[src/rtl/prog_counter_gen.sv]
// prog_counter_gen: a programmable counter that steps once per prescaled tick.
// It supports up-wrap, down-wrap, bounce and hold modes, a programmable
// inclusive limit, a synchronous load and a one-cycle terminal-count pulse.
// clock_out is the prescaled square wave, kept visible for the LEDs.
module prog_counter_gen #(
  parameter int WIDTH = 8,
  parameter int SW_W  = 4,
  parameter int DIV   = 50000000
) (
  input  logic             clock,
  input  logic             rst,
  input  logic             en,
  input  logic [SW_W-1:0]  sw_in,
  input  logic [1:0]       mode,
  input  logic [WIDTH-1:0] limit,
  input  logic             load,
  input  logic [WIDTH-1:0] load_val,
  output logic             clock_out,
  output logic [WIDTH-1:0] cout,
  output logic             tc,
  output logic             dir
);

  localparam int PW = (DIV > 1) ? $clog2(DIV) : 1;
  localparam logic [PW-1:0] PRESC_MAX = PW'(DIV - 1);

  typedef enum logic [1:0] {
    MODE_UP     = 2'b00,
    MODE_DOWN   = 2'b01,
    MODE_BOUNCE = 2'b10,
    MODE_HOLD   = 2'b11
  } mode_e;

  logic [PW-1:0]    r_presc;
  logic             r_clkOut;
  logic [WIDTH-1:0] r_count;
  logic             r_tc;
  logic             r_dir;

  mode_e            w_mode;
  logic             w_tick;
  logic [WIDTH:0]   w_step;
  logic [WIDTH:0]   w_cntWide;
  logic [WIDTH:0]   w_limWide;
  logic [WIDTH:0]   w_sum;
  logic [WIDTH-1:0] w_diff;
  logic [WIDTH-1:0] w_loadClamped;
  logic [WIDTH-1:0] w_nextCount;
  logic             w_nextDir;
  logic             w_nextTc;

  assign w_mode        = mode_e'(mode);
  assign w_tick        = (r_presc == PRESC_MAX);
  // The step and the count are widened by one bit so an add past the
  // top of the WIDTH-bit range is still seen as exceeding the limit.
  assign w_step        = {{(WIDTH + 1 - SW_W){1'b0}}, sw_in};
  assign w_cntWide     = {1'b0, r_count};
  assign w_limWide     = {1'b0, limit};
  assign w_sum         = w_cntWide + w_step;
  assign w_diff        = r_count - w_step[WIDTH-1:0];
  assign w_loadClamped = (load_val > limit) ? limit : load_val;

  // Free-running prescaler; clock_out flips on every tick for a 2*DIV period.
  always_ff @(posedge clock or negedge rst) begin
    if (!rst) begin
      r_presc  <= '0;
      r_clkOut <= 1'b0;
    end else if (w_tick) begin
      r_presc  <= '0;
      r_clkOut <= ~r_clkOut;
    end else begin
      r_presc  <= r_presc + 1'b1;
    end
  end

  // Next count/direction/terminal-count for an enabled tick, by mode.
  always_comb begin
    w_nextCount = r_count;
    w_nextDir   = r_dir;
    w_nextTc    = 1'b0;
    if (en && (w_step != '0) && (w_mode != MODE_HOLD)) begin
      if (r_count > limit) begin
        // The limit was lowered under the count: restart from zero.
        w_nextCount = '0;
        w_nextDir   = 1'b1;
        w_nextTc    = 1'b1;
      end else begin
        case (w_mode)
          MODE_UP: begin
            if (w_sum > w_limWide) begin
              w_nextCount = '0;
              w_nextTc    = 1'b1;
            end else begin
              w_nextCount = w_sum[WIDTH-1:0];
            end
          end
          MODE_DOWN: begin
            if (w_step > w_cntWide) begin
              w_nextCount = limit;
              w_nextTc    = 1'b1;
            end else begin
              w_nextCount = w_diff;
            end
          end
          MODE_BOUNCE: begin
            if (r_dir) begin
              if (w_sum >= w_limWide) begin
                w_nextCount = limit;
                w_nextDir   = 1'b0;
                w_nextTc    = 1'b1;
              end else begin
                w_nextCount = w_sum[WIDTH-1:0];
              end
            end else begin
              if (w_step >= w_cntWide) begin
                w_nextCount = '0;
                w_nextDir   = 1'b1;
                w_nextTc    = 1'b1;
              end else begin
                w_nextCount = w_diff;
              end
            end
          end
          default: begin
            w_nextCount = r_count;
          end
        endcase
      end
    end
  end

  // Counter state: load wins over a tick; tc is a single-cycle pulse.
  always_ff @(posedge clock or negedge rst) begin
    if (!rst) begin
      r_count <= '0;
      r_tc    <= 1'b0;
      r_dir   <= 1'b1;
    end else if (load) begin
      r_count <= w_loadClamped;
      r_tc    <= 1'b0;
      r_dir   <= 1'b1;
    end else if (w_tick) begin
      r_count <= w_nextCount;
      r_tc    <= w_nextTc;
      r_dir   <= w_nextDir;
    end else begin
      r_tc    <= 1'b0;
    end
  end

  assign clock_out = r_clkOut;
  assign cout      = r_count;
  assign tc        = r_tc;
  assign dir       = r_dir;

endmodule

[config.mk]
export PLATFORM = sky130hd
export DESIGN_NAME = prog_counter_gen
export DESIGN_NICKNAME = d
export VERILOG_FILES = /design/src/rtl/prog_counter_gen.sv
export SDC_FILE = /design/constraint.sdc
export NUM_CORES = 1
export LEC_CHECK = 0
export ABC_CLOCK_PERIOD_IN_PS = 4600
export CAP_MARGIN = 20
export CORE_MARGIN = 3
export CORE_UTILIZATION = 50
export CTS_CLUSTER_SIZE = 24
export DETAILED_ROUTE_END_ITERATION = 10
export PLACE_DENSITY_LB_ADDON = 0.3
export SLEW_MARGIN = 20
export SYNTH_ARGS = -nofsm -noshare
export SYNTH_HDL_FRONTEND = slang
export SYNTH_SLANG_ARGS = --single-unit
[constraint.sdc]
create_clock -name clock -period 4.6 [get_ports clock]
set_input_delay 0.46 -clock clock [delete_from_list [all_inputs] [get_ports clock]]
set_output_delay 0.46 -clock clock [all_outputs]
set_load 0.05 [all_outputs]
; After elaboration in Yosys (flattened, before gate mapping)
; Cells that the tools add are included.
[word_totals]
reg_bits = 37
input_bits = 26
output_inout_bits = 11
wordCells = 58
[op_classes]
n_addsub = 3
order_cmp = 6
eq_ne = 4
n_mux = 29
bitwise_logic = 1
n_reduce_logical = 10
[ops]
columns = operator, n
row1 = 2-to-1 mux 8 bit, 10
row2 = adder 26 x 1 -> 26 bit (second input constant), 1
row3 = equality test 26 bit (second input constant), 1
row4 = 2-to-1 mux 26 bit, 1
row5 = one-hot mux 8 bit (3 select lines), 1
row6 = greater-than comparator 8 bit, 2
row7 = 2-to-1 mux 1 bit, 16
row8 = adder 8 x 4 -> 9 bit, 1
row9 = greater-or-equal comparator 9 x 8 -> 1 bit, 1
row10 = greater-than comparator 9 x 8 -> 1 bit, 1
row11 = nonzero test 9 bit, 1
row12 = greater-or-equal comparator 4 x 8 -> 1 bit, 1
row13 = greater-than comparator 4 x 8 -> 1 bit, 1
row14 = subtractor 8 x 4 -> 8 bit, 1
row15 = AND reduction 3 bit, 2
row16 = nonzero test 5 bit, 1
row17 = nonzero test 2 bit, 2
row18 = one-hot mux 1 bit (3 select lines), 1
row19 = nonzero test 3 bit, 1
row20 = equality test 2 x 1 -> 1 bit (second input constant), 1
row21 = equality test 2 bit (second input constant), 1
row22 = logical AND 1 bit, 2
row23 = logical NOT 2 bit, 1
row24 = inequality test 2 bit (second input constant), 1
row25 = inverter 1 bit, 1

; Logic depth before layout (Yosys ltp)
[depth]
word_depth = 9
ltp_mapped = 16
ltp_nobuf = 14

; Worst setup path after synthesis
; OpenSTA, ideal clock, no wires.
[synth_path]
path_kind = reg-to-reg
startpoint = register r_count[1] (netlist: cout[1])
endpoint = register r_count[5] (netlist: cout[5])
setup_ns = 0.104
arrival_ns = 3.810
required_time_ns = 4.496
path_slack_ns = 0.687
path_stages_with_launch = 15
path_buffers = 1
period_less_slack_ns = 3.913
cell_sequence = dfrtp_1 -> ha_1 -> or3b_1 -> a31oi_1 -> o2111ai_1 -> xnor2_1 -> ha_1 -> and3_1 -> a221oi_1 -> o211ai_1 -> buf_2 -> nand2_1 -> o21ai_0 -> o221a_1 -> o41ai_2
[synth_between]
elab_chain_cells = 9
elab_cells_between_ends = 19
cone_classes = 2 x add/sub / 5 x order compare / 10 x mux / 2 x reduce/logical
[synth_rtl]
columns = element, line
row1 = from (decl), 36  ; logic [WIDTH-1:0] r_count;
row2 = from (signal assigned), 139  ; r_count <= w_loadClamped;
row3 = from (signal assigned), 143  ; r_count <= w_nextCount;
row4 = adder 8 x 4 -> 9 bit, 59  ; assign w_sum = w_cntWide + w_step;
row5 = greater-or-equal comparator 9 x 8 -> 1 bit, 107  ; if (w_sum >= w_limWide) begin
row6 = 2-to-1 mux 8 bit, 107
row7 = 2-to-1 mux 8 bit, 106  ; if (r_dir) begin
row8 = one-hot mux 8 bit (3 select lines), 88  ; case (w_mode)
row9 = 2-to-1 mux 8 bit, 82  ; if (r_count > limit) begin
row10 = 2-to-1 mux 8 bit, 81  ; if (en && (w_step != '0) && (w_mode != MODE_HOLD)) begin
row11 = 2-to-1 mux 8 bit, 142  ; end else if (w_tick) begin
row12 = 2-to-1 mux 8 bit, 138  ; end else if (load) begin
; Parallel ways exist; a longest one is shown, timed or not. The select of a mux whose other input is x is not followed.
; A chain may end at the register's enable or synchronous reset.

; Final worst setup path
[layout_path]
startpoint = input sw_in[1]
endpoint = register r_count[2] (netlist: cout[2])
[layout_between]
elab_chain_cells = 9
elab_cells_between_ends = 21
cone_classes = 2 x add/sub / 4 x order compare / 10 x mux / 5 x reduce/logical
[layout_rtl]
columns = element, line
row1 = from (decl), 13  ; input logic [SW_W-1:0] sw_in,
row2 = adder 8 x 4 -> 9 bit, 59
row3 = greater-or-equal comparator 9 x 8 -> 1 bit, 107
row4 = 2-to-1 mux 8 bit, 107
row5 = 2-to-1 mux 8 bit, 106
row6 = one-hot mux 8 bit (3 select lines), 88
row7 = 2-to-1 mux 8 bit, 82
row8 = 2-to-1 mux 8 bit, 81
row9 = 2-to-1 mux 8 bit, 142
row10 = 2-to-1 mux 8 bit, 138
; Parallel ways exist; a longest one is shown, timed or not. The select of a mux whose other input is x is not followed.

==> out/metrics.json <==
{
  "outcome": {"value": "finished clean"},
  "antenna-diode-count": {"value": 0},
  "synth_enable_flop_cells": {"value": 0},
  "post_drt_wl_per_cell": {"value": 17.0, "unit": "um"},
  "cap_violations": {"value": 0},
  "clock_tree.htree_level_count": {"value": 2},
  "synth_fp_nets": {"value": 455},
  "vias": {"value": 3082},
  "grt_antenna_before_repair": {"value": 0},
  "power.leakage": {"value": 1.74, "unit": "nW"},
  "floorplan.rows": {"value": 29},
  "starting_density_of_the_core": {"value": 52.5, "unit": "%"},
  "rsz0062_at_grt": {"value": "no"},
  "numPlacedInstances": {"value": 496},
  "antenna_violating_nets_post_route": {"value": 0},
  "hold_viol_final": {"value": 0},
  "layout.cell_area.non_filler": {"value": 3920, "unit": "um2"},
  "design.die.area": {"value": 7800, "unit": "um2"},
  "detailroute.wirelength.met3": {"value": 508, "unit": "um"},
  "clockBufferDepth": {"value": 2},
  "path_max_fanout": {"value": 5},
  "detailedRoute.firstPassIterationCount": {"value": 5},
  "synthXorXnorAreaFrac": {"value": 8.53, "unit": "%"},
  "drt_iter0_drc": {"value": 314},
  "cts.repair_timing.setup_buffer_count": {"value": 0},
  "final_net_count": {"value": 491},
  "timing.critical_path.arrival": {"value": 4.39, "unit": "ns"},
  "synth_seq_area_share": {"value": 27.4, "unit": "%"},
  "grt_use_total": {"value": 23.2, "unit": "%"},
  "yosys_cell_types": {"value": 60},
  "post-route-worst-setup-slack": {"value": 0.376, "unit": "ns"},
  "worstSetupStartpointType": {"value": "primary input"},
  "holdCritPathClass": {"value": "primary input to asynchronous set/reset pin"},
  "multi_input_comb_area": {"value": 2320, "unit": "um2"},
  "worst-endpoint-required": {"value": 4.77, "unit": "ns"},
  "peakVddDrop": {"value": 213, "unit": "uV"},
  "finalCritPeriodShare": {"value": 91.8, "unit": "%"},
  "drive_above_1_share": {"value": 7.26, "unit": "%"},
  "worstSetupEndpointType": {"value": "flip-flop"},
  "cts_root_buf": {"value": "sky130_fd_sc_hd__clkbuf_8"},
  "cts_num_sinks": {"value": 37},
  "finalMaxSlewViolations": {"value": 0},
  "postSynth.topFlopCell": {"value": "sky130_fd_sc_hd__dfrtp_1"},
  "cts.repair.resized": {"value": 0},
  "yosys_register_bits": {"value": 37},
  "slew_headroom": {"value": 40.3, "unit": "%"},
  "most_common_cell_after_layout_fill_and_taps_aside": {"value": "sky130_fd_sc_hd__ha_1"},
  "clk_transition_reported_paths": {"value": 0.08, "unit": "ns"},
  "coreArea": {"value": 6460, "unit": "um2"},
  "post_layout_nonfiller_instances": {"value": 504},
  "grt.overflow.total": {"value": 0},
  "place.gp.congestion": {"value": 0.929},
  "finalCriticalPeriod": {"value": 4.22, "unit": "ns"},
  "dr_wl_met2": {"value": 3800, "unit": "um"},
  "width_of_the_die": {"value": 88.3, "unit": "um"},
  "yosys-mux-area-fraction": {"value": 4.10, "unit": "%"},
  "avgViaCountPerCell": {"value": 6.12},
  "io_buffers": {"value": 36},
  "wirelength": {"value": 8560, "unit": "um"},
  "routed.top_layer": {"value": "met4"},
  "layout.cells.most_common_list": {"value": "37 x sky130_fd_sc_hd__ha_1, 36 x sky130_fd_sc_hd__dfrtp_1, 35 x sky130_fd_sc_hd__nor2_1, 35 x sky130_fd_sc_hd__clkdlybuf4s50_1, 26 x sky130_fd_sc_hd__a21oi_1"},
  "fin_hold_ws": {"value": 0.282, "unit": "ns"},
  "syn-cell-area": {"value": 3390, "unit": "um2"},
  "grt_max_degree": {"value": 38},
  "drcViolationCount": {"value": 0},
  "asyncSetResetFlopFracSynth": {"value": 100, "unit": "%"},
  "dpl.hpwl": {"value": 6650, "unit": "um"},
  "postCtsHoldBufs": {"value": 0},
  "fmax": {"value": 237, "unit": "MHz"},
  "syn_to_final_growth": {"value": 15.8, "unit": "%"},
  "synth_fa_ha_area_share": {"value": 14.8, "unit": "%"},
  "cts_inserted_buffers": {"value": 5},
  "clock_skew": {"value": 0.00684, "unit": "ns"},
  "timing.setup.critical_path_class": {"value": "primary input to flip-flop"},
  "place_ws": {"value": 0.0532, "unit": "ns"},
  "place_area": {"value": 3830, "unit": "um2"},
  "grt_pass1_wl": {"value": 14300, "unit": "um"},
  "die_height": {"value": 88.3, "unit": "um"},
  "powerDensity": {"value": 337, "unit": "nW/um2"},
  "post_synthesis_simple_gate_area_fraction": {"value": 20.8, "unit": "%"},
  "via_count_of_the_first_global_routing_pass": {"value": 2985},
  "register_area": {"value": 927, "unit": "um2"},
  "worst_slew_pin_slew": {"value": 0.896, "unit": "ns"},
  "synth-warning-count": {"value": 0},
  "filler_cell_count": {"value": 568},
  "finalSetupTns": {"value": 0, "unit": "ns"},
  "synthCells": {"value": 390},
  "num_io_pins": {"value": 37},
  "finalSetupViolations": {"value": 0},
  "synth_compound_area_share": {"value": 19.7, "unit": "%"},
  "worst_skew_pair.late_latency": {"value": 0.28, "unit": "ns"},
  "synth_area_per_cell": {"value": 8.69, "unit": "um2"},
  "drt-met1-wl": {"value": 4110, "unit": "um"},
  "dominant_combinational_cell_family_by_area_after_synthesis": {"value": "simple AND/OR/NAND/NOR gates"},
  "cts_tree": {"value": "yes"},
  "reg2regPathDepth": {"value": 14}
}
==> path summary, 6_finish.rpt <==
check	start	endpoint	slack, ns
max	sw_in[1]	cout[2]$_DFFE_PN0P_	0.38
min	rst	cout[5]$_DFFE_PN0P_	0.28
max reg2reg	cout[1]$_DFFE_PN0P_	cout[2]$_DFFE_PN0P_	0.59
min reg2reg	r_presc[4]$_DFF_PN0_	r_presc[4]$_DFF_PN0_	0.48
max in group asynchronous	rst	r_presc[3]$_DFF_PN0_	3.79
min in group clock	r_presc[4]$_DFF_PN0_	r_presc[4]$_DFF_PN0_	0.48
==> stage by stage <==
stage	util [%]	total power, mW
floorplan	-	0.887
global placement	59.2	1.07
detailed placement	59.2	1.08
CTS	60.5	1.31
global route	60.7	1.40
finish	60.7	1.32
==> power breakdown <==
| group | total (mW) | internal (mW) | switching, mW |
|---|---|---|---|
| registers | 0.389 | 0.343 | 0.0462 |
| clock network | 0.219 | 0.105 | 0.114 |
| logic | 0.713 | 0.296 | 0.417 |
==> layer usage <==
metal / vias up / GRT usage [%]
met5: - / 0
li1: 1494 / -
met1: 1456 / 33.3
met2: 118 / 36.6
met4: 0 / 5.49
met3: 14 / 3.91
==> layout make-up <==
cell class              count  area share, %
flip-flops and latches     37           23.6
repair buffers             42           10.2
well taps                  77           2.46
multi-input cells         315           59.2
inverters                  25           2.39
clock buffers               6           1.85
clock inverters             2          0.255
==> synthesized netlist by cell type, types with 3 or more instances <==
master / n / area, um2
sky130_fd_sc_hd__a22oi_1: 6 / 45.0
sky130_fd_sc_hd__and3_1: 6 / 37.5
sky130_fd_sc_hd__o31ai_1: 4 / 30.0
sky130_fd_sc_hd__mux2_2: 7 / 78.8
sky130_fd_sc_hd__nand4_1: 11 / 68.8
sky130_fd_sc_hd__o211ai_1: 5 / 37.5
sky130_fd_sc_hd__clkbuf_1: 5 / 18.8
sky130_fd_sc_hd__a21oi_1: 26 / 130
sky130_fd_sc_hd__and4_1: 3 / 26.3
sky130_fd_sc_hd__nor2b_1: 9 / 56.3
sky130_fd_sc_hd__xnor2_1: 21 / 184
sky130_fd_sc_hd__a221o_1: 4 / 40.0
sky130_fd_sc_hd__a21o_1: 9 / 67.6
sky130_fd_sc_hd__mux2i_1: 6 / 60.1
sky130_fd_sc_hd__inv_1: 25 / 93.8
sky130_fd_sc_hd__a211oi_1: 3 / 22.5
sky130_fd_sc_hd__o21ai_1: 3 / 15.0
sky130_fd_sc_hd__o21ai_0: 10 / 50.1
sky130_fd_sc_hd__a31oi_1: 3 / 18.8
sky130_fd_sc_hd__nand2b_1: 6 / 37.5
sky130_fd_sc_hd__dfrtp_1: 36 / 901
sky130_fd_sc_hd__nand2_1: 22 / 82.6
sky130_fd_sc_hd__nor2_1: 35 / 131
sky130_fd_sc_hd__or3_1: 5 / 31.3
sky130_fd_sc_hd__xor2_1: 12 / 105
sky130_fd_sc_hd__ha_1: 37 / 463
sky130_fd_sc_hd__nor3_1: 9 / 45.0
sky130_fd_sc_hd__buf_2: 6 / 30.0
sky130_fd_sc_hd__nand3_1: 17 / 85.1
==> flip-flops by register name, indices dropped and copies added (netlist names) <==
name,flops
tc,1
cout,8
dir,1
r_presc,26
clock_out,1
==> cell families (layout without fill, tap and decap cells) <==
| logic type | Yosys count | in the layout |
|---|---|---|
| adder cells (fa/ha/maj) | 39 | 39 |
| AO/OA/AOI/OAI | 94 | 94 |
| flip-flops | 37 | 37 |
| multiplexers | 13 | 13 |
| buffers and inverters | 38 | 75 |
| XOR/XNOR | 33 | 33 |
| AND/OR/NAND/NOR | 136 | 136 |
==> worst max-delay path, cell delays in order <==
cell and delay, ns:
sky130_fd_sc_hd__clkdlybuf4s50_1 0.47, sky130_fd_sc_hd__inv_1 0.08, sky130_fd_sc_hd__ha_1 0.33, sky130_fd_sc_hd__or3b_1 0.40, sky130_fd_sc_hd__a31oi_2 0.25, sky130_fd_sc_hd__o21ai_1 0.11, sky130_fd_sc_hd__xnor2_1 0.30, sky130_fd_sc_hd__ha_1 0.29
sky130_fd_sc_hd__and3_1 0.21, sky130_fd_sc_hd__a221oi_1 0.34, sky130_fd_sc_hd__o211ai_1 0.24, sky130_fd_sc_hd__buf_4 0.22, sky130_fd_sc_hd__nor2_1 0.15, sky130_fd_sc_hd__a221o_1 0.17, sky130_fd_sc_hd__a31oi_1 0.09, sky130_fd_sc_hd__o31ai_1 0.28
Note: power is estimated with default switching activity, not from simulation.
